$ cat src/rtl/uart_tx_module.sv
// UART transmitter: start bit, 8 data bits LSB first, optional even parity, one stop bit.
// Define UART_TX_PARITY_EN to compile in the even-parity bit after data bit 7.
module uart_tx_module #(
  parameter int CLK_DIV = 434
) (
  input  logic       CLK,
  input  logic       RST,
  input  logic       TX_En_Sig,
  input  logic [7:0] TX_Data,
  output logic       TX_Pin_Out,
  output logic       TX_Busy,
  output logic       TX_Done_Sig
);

  localparam int CW = (CLK_DIV > 1) ? $clog2(CLK_DIV) : 1;
  localparam logic [CW-1:0] BAUD_LAST = CW'(CLK_DIV - 1);
  localparam logic [CW-1:0] BAUD_ONE  = CW'(1);

  typedef enum logic [2:0] {
    S_IDLE   = 3'd0,
    S_START  = 3'd1,
    S_DATA   = 3'd2,
    S_PARITY = 3'd3,
    S_STOP   = 3'd4
  } state_t;

  state_t          state_q, state_d;
  logic [CW-1:0]   baud_cnt_q, baud_cnt_d;
  logic [2:0]      bit_cnt_q, bit_cnt_d;
  logic [7:0]      shreg_q, shreg_d;
  logic            pin_q, pin_d;
  logic            busy_q, busy_d;
  logic            done_q, done_d;
  logic            baud_end_s;
`ifdef UART_TX_PARITY_EN
  logic            parity_q, parity_d;
`endif

  // Next-state logic; outputs are derived from the next state so they can be registered.
  always_comb begin
    state_d    = state_q;
    baud_cnt_d = baud_cnt_q;
    bit_cnt_d  = bit_cnt_q;
    shreg_d    = shreg_q;
`ifdef UART_TX_PARITY_EN
    parity_d   = parity_q;
`endif
    pin_d      = 1'b1;
    busy_d     = 1'b0;
    done_d     = 1'b0;
    baud_end_s = (baud_cnt_q == BAUD_LAST);

    if (state_q == S_IDLE) begin
      baud_cnt_d = '0;
    end else if (baud_end_s) begin
      baud_cnt_d = '0;
    end else begin
      baud_cnt_d = baud_cnt_q + BAUD_ONE;
    end

    case (state_q)
      S_IDLE: begin
        if (TX_En_Sig) begin
          state_d   = S_START;
          shreg_d   = TX_Data;
          bit_cnt_d = 3'd0;
`ifdef UART_TX_PARITY_EN
          parity_d  = ^TX_Data;
`endif
        end else begin
          state_d = S_IDLE;
        end
      end
      S_START: begin
        if (baud_end_s) begin
          state_d   = S_DATA;
          bit_cnt_d = 3'd0;
        end else begin
          state_d = S_START;
        end
      end
      S_DATA: begin
        if (baud_end_s) begin
          shreg_d   = {1'b0, shreg_q[7:1]};
          bit_cnt_d = bit_cnt_q + 3'd1;
          if (bit_cnt_q == 3'd7) begin
`ifdef UART_TX_PARITY_EN
            state_d = S_PARITY;
`else
            state_d = S_STOP;
`endif
          end else begin
            state_d = S_DATA;
          end
        end else begin
          state_d = S_DATA;
        end
      end
`ifdef UART_TX_PARITY_EN
      S_PARITY: begin
        if (baud_end_s) begin
          state_d = S_STOP;
        end else begin
          state_d = S_PARITY;
        end
      end
`endif
      S_STOP: begin
        if (baud_end_s) begin
          state_d = S_IDLE;
        end else begin
          state_d = S_STOP;
        end
      end
      default: state_d = S_IDLE;
    endcase

    case (state_d)
      S_IDLE:   pin_d = 1'b1;
      S_START:  pin_d = 1'b0;
      S_DATA:   pin_d = shreg_d[0];
`ifdef UART_TX_PARITY_EN
      S_PARITY: pin_d = parity_d;
`endif
      S_STOP:   pin_d = 1'b1;
      default:  pin_d = 1'b1;
    endcase

    busy_d = (state_d != S_IDLE);
    // Done must be visible during the final stop cycle itself, hence the look-ahead.
    done_d = (state_d == S_STOP) && (baud_cnt_d == BAUD_LAST);
  end

  // State, counters, shift register and registered outputs.
  always_ff @(posedge CLK or posedge RST) begin
    if (RST) begin
      state_q    <= S_IDLE;
      baud_cnt_q <= '0;
      bit_cnt_q  <= 3'd0;
      shreg_q    <= 8'h00;
      pin_q      <= 1'b1;
      busy_q     <= 1'b0;
      done_q     <= 1'b0;
`ifdef UART_TX_PARITY_EN
      parity_q   <= 1'b0;
`endif
    end else begin
      state_q    <= state_d;
      baud_cnt_q <= baud_cnt_d;
      bit_cnt_q  <= bit_cnt_d;
      shreg_q    <= shreg_d;
      pin_q      <= pin_d;
      busy_q     <= busy_d;
      done_q     <= done_d;
`ifdef UART_TX_PARITY_EN
      parity_q   <= parity_d;
`endif
    end
  end

  assign TX_Pin_Out  = pin_q;
  assign TX_Busy     = busy_q;
  assign TX_Done_Sig = done_q;

endmodule

$ cat config.mk
export PLATFORM = sky130hd
export DESIGN_NAME = uart_tx_module
export DESIGN_NICKNAME = d
export VERILOG_FILES = /design/src/rtl/uart_tx_module.sv
export SDC_FILE = /design/constraint.sdc
export NUM_CORES = 1
export LEC_CHECK = 0
export ABC_CLOCK_PERIOD_IN_PS = 2400
export BUFFER_PORTS_ARGS = -buffer_cell sky130_fd_sc_hd__buf_4
export CORE_ASPECT_RATIO = 1.2
export CORE_MARGIN = 10
export CORE_UTILIZATION = 50
export CTS_CLUSTER_DIAMETER = 40
export DETAILED_ROUTE_END_ITERATION = 6
export GPL_ROUTABILITY_DRIVEN = 0
export GPL_TIMING_DRIVEN = 0
export HOLD_SLACK_MARGIN = 0.15
export PLACE_DENSITY = 0.69
export RECOVER_POWER = 50
export SLEW_MARGIN = 5
export SYNTH_ARGS = -nofsm -noshare
export SYNTH_HDL_FRONTEND = slang
export SYNTH_SLANG_ARGS = --single-unit
$ cat constraint.sdc
create_clock -name CLK -period 2.4 [get_ports CLK]
set_clock_uncertainty 0.15 [all_clocks]
set_input_delay 0 -clock CLK [delete_from_list [all_inputs] [get_ports CLK]]
set_output_delay 0 -clock CLK [all_outputs]
set_load 0.05 [all_outputs]
; Word-level counts from Yosys, hierarchy flattened
; Index checks and enable logic that the tools add are counted.
[word_totals]
reg_bits = 26
inputBits = 11
output_inout_bits = 3
wordCells = 45
[classes]
add_sub_neg = 2
eq_ne = 12
n_mux = 16
n_reduce_logical = 7
[op_table]
columns = operator, count
row1 = $eq 9x9->1 const B, 2
row2 = $mux 3, 6
row3 = $mux 9, 2
row4 = $mux 8, 2
row5 = $pmux 8 s2, 1
row6 = $pmux 3 s4, 1
row7 = $add 9x1->9 const B, 1
row8 = $eq 3x3->1 const B, 3
row9 = $pmux 3 s3, 1
row10 = $eq 3x1->1 const B, 2
row11 = $eq 3x2->1 const B, 2
row12 = $ne 2x2->1 const B, 3
row13 = $reduce_bool 3->1, 2
row14 = $reduce_and 4->1, 1
row15 = $add 3x1->3 const B, 1
row16 = $logic_not 3->1, 1
row17 = $reduce_and 3->1, 1
row18 = $mux 2, 1
row19 = $pmux 1 s2, 1
row20 = $reduce_bool 2->1, 1
row21 = $logic_and 1x1->1, 1
row22 = $mux 1, 1

; Depth between registers and ports, before layout
; Gate-level depths: netlist of run 1.
[logic_depth]
ltp_word = 6
mapped_depth = 7
mapped_depth_nobuf = 6

; Worst setup path after synthesis of run 1
; OpenSTA, ideal clock, no wires.
[synth_timing]
path_kind = reg2reg
start = reg state_q[2]
end = reg shreg_q[0]
setup_ns = 0.127
t_arrival_ns = 1.673
required_ns = 2.123
setup_slack_ns = 0.450
path_stages_with_launch = 5
n_path_buf = 0
synth_period_minus_slack_ns = 1.950
path_cell_list = dfrtp_1 > or3b_4 > nor4_4 > nor3b_1 > or2_2
[synth_between]
elab_chain_len = 2
elab_cells_between_ends = 3
cone_classes = eq/ne: 1 / mux: 1 / reduce/logical: 1
[synth_rtl]
columns = item, line_no
row1 = from (decl), 27  ; state_t state_q, state_d;
row2 = from (signal assigned), 148  ; state_q <= state_d;
row3 = $eq 3x2->1 or $logic_not 3->1 (tied branches), 61  ; case (state_q)
row4 = $pmux 8 s2 (*), 61
row5 = named net shreg_d[0], 30  ; logic [7:0] shreg_q, shreg_d;
row6 = to (signal assigned), 151  ; shreg_q <= shreg_d;
row7 = to (decl), 30
; Mark *: on every way through the listed nets, which the timed path passes. The rest lies on a longest branch.
; A chain may end at the register's enable or synchronous reset.

; Worst setup path in the final report of run 1
[layout_timing]
start = reg state_q[2]
end = reg shreg_q[6]
[layout_between]
elab_chain_len = 3
elab_cells_between_ends = 7
cone_classes = eq/ne: 3 / mux: 1 / reduce/logical: 3
[layout_rtl]
columns = item, line_no
row1 = $eq 3x2->1 or $logic_not 3->1 (tied branches), 61
row2 = $ne 2x2->1 (no line) or $reduce_bool 2->1 (tied branches), -
row3 = $reduce_and 3->1 (no line), -
; Several ways; a longest one is shown, not always the timed one.

==> reports/metrics.yaml, run 1 <==
timing:
  tightest_slew_ps: 981
  slew_viol_final: 0
  fin_crit_sh: 0.917
  hold_ws_ps: 261
  max_freq_ghz: 0.454
  finalHoldViolations: 0
  maxSlewHeadroom: 0.345
  rsz0062_at_grt: "no"
  setup_tns_ps: 0
  finalSetupViolCount: 0
  period_minus_slack_ps: 2200
power_and_ir_drop:
  net-switching-power_mw: 0.146
  vdd_drop_max_uv: 346
  power.total_mw: 0.698
  comb_power_share: 0.049
  clockPowerShare: 0.323
  seqPwrFrac: 0.628
  swShare: 0.209
  p_leak_nw: 0.759
  p_per_area_nw_per_um2: 435
  power.internal_mw: 0.552
placement:
  placed_cells: 174
  io_buffers: 13
  dp_hpwl_mm: 2.00
setup_path:
  rr_endpoint: "shreg_q[6]"
  crit_path_end_kind: "flip-flop"
  crit_buf_inv: 0
  regToRegStartpoint: "state_q[2]"
  worst_ep_arrival_time_ps: 2280
  start_kind: "flip-flop"
  path_class: "flip-flop to flip-flop"
  path_delay_family: "simple AND/OR/NAND/NOR gates"
  critPathSlowestCell: "nor4_4"
  critical_path.max_stage_delay_ps: 550
  crit_fanout: 10
  crit_required_ps: 2480
  r2r_setup_slack_ps: 200
  reg2reg_depth: 4
  crit_cells: 4
  crit_chain: "or3b_4 -> nor4_4 -> nor2_1 -> a21o_1"
  startpoint: "state_q[2]"
  crit_path_end: "shreg_q[6]"
min_path:
  hold_depth: 4
  hold_class: "input port to flip-flop"
routing:
  dr.pass1.iters: 4
  highest_layer: "met4"
  ant_nets: 0
  wl_met1_mm: 1.27
  num_vias: 1038
  drt-total-wl_mm: 2.77
  wl_per_cell_microns: 14.7
  wl_met3_microns: 66
  wl_met2_mm: 1.41
  drt_iter0_markers: 46
  viasPerCell: 5.52
  drc: 0
floorplan:
  die_w_microns: 67.2
  die_h_microns: 76.6
  start_util: 0.523
  pin_count: 14
  coreArea_sq_um: 2550
  dieArea_sq_um: 5140
  rows: 20
clocking:
  clockBufferDepth: 2
  cts_tree: "done"
  htreeDepth: 1
  clk_latency_ps: 320
  cts_root_buf: "clkbuf_4"
  clock-sinks: 26
  clk_pin_slew_worst_paths_ps: 140
  cts_buffers: 3
final_layout:
  antenna_cells: 0
  final_common_cell: "dfrtp_1"
  final_cell_mix: "dfrtp_1, nor2_1, dlygate4sd3_1"
  drive_above_1_share: 0.148
  syn2layout_area_growth_pct: 20.2
  post-route-util: 0.628
  stdcell_count: 188
  fillers: 221
  layout.nets: 171
yosys:
  yosysTopAreaCell: "dfrtp_1"
  ys_seq_area_frac: 0.489
  synthTopCellsByArea: "dfrtp_1, a22o_1, a21o_1"
  syn_inst: 128
  synth_async_sr_flop_share: 1.00
  synth_nets: 143
  syn_area_per_cell_sq_um: 10.4
  synth_edf_count: 0
  ys_warn_count: 0
  synth_top_area_share: 0.469
  ys_seq_elements: 26
  yosysUniqueCellTypes: 41
  ys.flop_type: "dfrtp_1"
  syn_area_sq_um: 1330
global_routing:
  grtUsageTotal: 0.117
  grt_antenna_before_repair: 0
  grt_pass1_wl_mm: 4.91
  grt_overflow: 0
  grt_max_degree: 27
  grt_pass1_vias: 1093
outcome:
  run_status: "completed"
job:
  maxCapViolCount: 0
cell type report:
class,count,area (sq um),share of cell area
buffer,4,16.3,0.0101
inverter,8,30.0,0.0187
tap,33,41.3,0.0258
sequential,26,652,0.407
timing repair buffer,23,186,0.116
clock buffer,4,36.3,0.0226
multi-input combinational,90,641,0.400
tightest hold or removal path: stages:
cell,delay [ps]
dlygate4sd3_1,530
buf_4,100
nand2_1,30
o21ai_0,50
worst min-delay path by stage:
stage,slack (ps),end,from
floorplan,-110,TX_Busy,RST
finish,260,shreg_q[7],TX_Data[7]
global placement,60,shreg_q[7],TX_Data[7]
CTS,250,shreg_q[7],TX_Data[7]
global route,260,shreg_q[7],TX_Data[7]
detailed placement,60,shreg_q[7],TX_Data[7]
logic make-up after synthesis:
kind of cell    share of synthesized area
fa+ha+maj                          0.0375
xor+xnor                           0.0328
flops                               0.489
compound gates                      0.167
buf+inv                            0.0347
mux                                0.0235
simple gates                        0.216
through the flow:
step	cell area, sq um	worst slack (ps)
after CTS	1610	88.3
after floorplan	1330	450
after global routing	1600	31.5
after global placement	1470	159
final	1600	199
after detailed placement	1470	110
sequential cells by signal, summed over array words and instances, names as in the netlist:
signal       count
state_q          3
bit_cnt_q        3
TX_Busy          1
shreg_q          8
baud_cnt_q       9
TX_Done_Sig      1
TX_Pin_Out       1
power by group through the flow:
stage	Combinational (mW)	Clock (mW)	Sequential [mW]
after floorplan	0.00654	0	0.446
after global placement	0.0211	0	0.446
after detailed placement	0.0218	0	0.446
after CTS	0.0348	0.231	0.438
after global routing	0.0380	0.255	0.439
final	0.0344	0.225	0.438
metal layers:
layer | global-route usage | up-vias
li1 | - | 514
met1 | 0.150 | 505
met2 | 0.189 | 15
met3 | 0.0206 | 4
met4 | 0.0370 | 0
met5 | 0 | -
cell usage after synthesis, types with 3 or more instances:
cell type	n
a21oi_1	3
nand3_1	4
xor2_1	3
dfrtp_1	25
clkbuf_1	3
nor2_1	13
nor4bb_1	3
inv_1	8
o21ai_0	4
ha_1	4
a22o_1	7
a21o_1	7
nand2_1	9
what timing repair did:
item / CTS / global route
gates resized for setup: 0 / 1
setup endpoints to repair: 0 / 8
setup buffers: 0 / 0
hold endpoints to repair: 39 / 0
hold buffers: 10 / 0
(Power assumes the default switching activity.)
==> run 2, diff against run 1 <==
--- a/config.mk
+++ b/config.mk
@@ -6,18 +6,16 @@
 export NUM_CORES = 1
 export LEC_CHECK = 0
 export ABC_CLOCK_PERIOD_IN_PS = 2400
-export BUFFER_PORTS_ARGS = -buffer_cell sky130_fd_sc_hd__buf_4
 export CORE_ASPECT_RATIO = 1.2
 export CORE_MARGIN = 10
 export CORE_UTILIZATION = 50
 export CTS_CLUSTER_DIAMETER = 40
 export DETAILED_ROUTE_END_ITERATION = 6
+export DONT_BUFFER_PORTS = 1
 export GPL_ROUTABILITY_DRIVEN = 0
 export GPL_TIMING_DRIVEN = 0
 export HOLD_SLACK_MARGIN = 0.15
-export PLACE_DENSITY = 0.69
 export RECOVER_POWER = 50
-export SLEW_MARGIN = 5
 export SYNTH_ARGS = -nofsm -noshare
 export SYNTH_HDL_FRONTEND = slang
 export SYNTH_SLANG_ARGS = --single-unit
==> reports/metrics.yaml, run 2 (same netlist as run 1, synthesis figures left out) <==
job:
  maxCapViolCount: 0
setup_path:
  critPathSlowestCell: "nor4_4"
  crit_required_ps: 2460
  reg2reg_depth: 4
  crit_chain: "or3b_4 -> nor4_4 -> nor3b_1 -> or2_2"
  crit_fanout: 10
  crit_path_end_kind: "flip-flop"
  regToRegStartpoint: "state_q[2]"
  startpoint: "state_q[2]"
  critical_path.max_stage_delay_ps: 580
  r2r_setup_slack_ps: 180
  rr_endpoint: "shreg_q[0]"
  worst_ep_arrival_time_ps: 2290
  start_kind: "flip-flop"
  path_class: "flip-flop to flip-flop"
routing:
  drt-total-wl_mm: 2.62
  ant_nets: 0
  wl_per_cell_microns: 15.0
  drc: 0
  num_vias: 1004
  drt_iter0_markers: 57
  viasPerCell: 5.74
  dr.pass1.iters: 4
clocking:
  clock-sinks: 26
  cts_buffers: 3
  clockBufferDepth: 2
  cts_tree: "done"
  cts_root_buf: "clkbuf_4"
  clk_pin_slew_worst_paths_ps: 160
  htreeDepth: 1
  clk_latency_ps: 330
final_layout:
  final_common_cell: "dfrtp_1"
  top_regs: "baud_cnt_q: 9 flops, shreg_q: 8 flops"
  multi_input_area_sq_um: 641
  post-route-util: 0.600
  drive_above_1_share: 0.0845
  largest_reg_flops: 9
  ff_latch_area_sq_um: 652
  final_cell_mix: "dfrtp_1, nor2_1, dlygate4sd3_1"
  stdcell_count: 175
  layout.nets: 158
  fillers: 232
  stdcell_area_sq_um: 1530
  top_register: "baud_cnt_q"
  syn2layout_area_growth_pct: 14.9
  antenna_cells: 0
placement:
  place_area_sq_um: 1380
  post-place-ws_ps: 99.8
  placed_cells: 161
  io_buffers: 0
  dp_hpwl_mm: 1.94
power_and_ir_drop:
  vdd_drop_max_uv: 361
  power.total_mw: 0.763
  comb_power_share: 0.029
  power.internal_mw: 0.618
  seqPwrFrac: 0.575
  swShare: 0.189
  p_per_area_nw_per_um2: 497
  p_leak_nw: 0.715
  net-switching-power_mw: 0.144
  clockPowerShare: 0.397
timing:
  maxSlewHeadroom: 0.348
  fin_ws_ps: 176
  slew_viol_final: 0
  setup_tns_ps: 0
  rsz0062_at_grt: "no"
  fin_crit_sh: 0.927
  max_freq_ghz: 0.450
  period_minus_slack_ps: 2220
  hold_ws_ps: 160
  finalSetupViolCount: 0
  finalHoldViolations: 0
  tightest_slew_ps: 977
global_routing:
  grtUsageTotal: 0.106
  grt_pass1_vias: 1042
  grt_antenna_before_repair: 0
  grt_pass1_wl_mm: 4.44
  grt_overflow: 0
  grt_max_degree: 27
min_path:
  hold_class: "input port to asynchronous set/reset pin"
floorplan:
  die_w_microns: 67.2
  rows: 20
  pin_count: 14
  start_util: 0.523
  coreArea_sq_um: 2550
  dieArea_sq_um: 5140
  die_h_microns: 76.6
outcome:
  run_status: "completed"
[run 2: cell count changes in the layout (fill, tap and decap cells not counted)]
cell       change
dfstp_1        +1
dfstp_2        -1
bufinv_16      +1
clkbuf_4       -1
clkbuf_1       -3
clkbuf_8       -1
buf_4          -9
[run 2: worst max-delay path, delay by kind of cell, from the launching register on]
kind / cells / cell delay [ps]
DFF: 1 / 480
and+or+nand+nor: 4 / 1500
[run 2: layout make-up]
type,count,area share
inverters,8,0.0196
clock inverters,1,0.0196
flip-flops and latches,26,0.425
multi-input cells,90,0.418
well taps,33,0.0269
clock buffers,3,0.0147
plain buffers,4,0.0106
repair buffers,10,0.0653
[run 2: routing by layer]
metal,global-route usage,vias up,share of wire
met5,0,-,0
met3,0.0250,4,0.034
li1,-,489,-
met1,0.125,498,0.46
met4,0.0370,0,0.010
met2,0.177,13,0.50
[run 2: timing repair]
| item | CTS | global route |
|---|---|---|
| resized for setup | 0 | 1 |
| buffers inserted | 0 | 0 |
| hold buffers | 10 | 0 |
| hold endpoints to repair | 40 | 0 |
| setup endpoints to repair | 0 | 8 |
[run 2: power groups by stage]
stage,Clock [mW],Sequential [mW],Combinational (mW)
2_1_floorplan,0,0.446,0.00654
3_3_place_gp,0,0.446,0.00886
3_5_place_dp,0,0.446,0.00908
4_1_cts,0.310,0.438,0.0226
5_1_grt,0.327,0.438,0.0248
6_report,0.302,0.438,0.0219
[run 2: worst max path at each step]
stage / endpoint / slack (ps) / cells after the start
2_1_floorplan: shreg_q[0] / 450 / 4
3_3_place_gp: shreg_q[0] / 130 / 6
3_5_place_dp: shreg_q[0] / 100 / 6
4_1_cts: shreg_q[0] / 50 / 6
5_1_grt: shreg_q[0] / 70 / 6
6_report: shreg_q[0] / 180 / 4
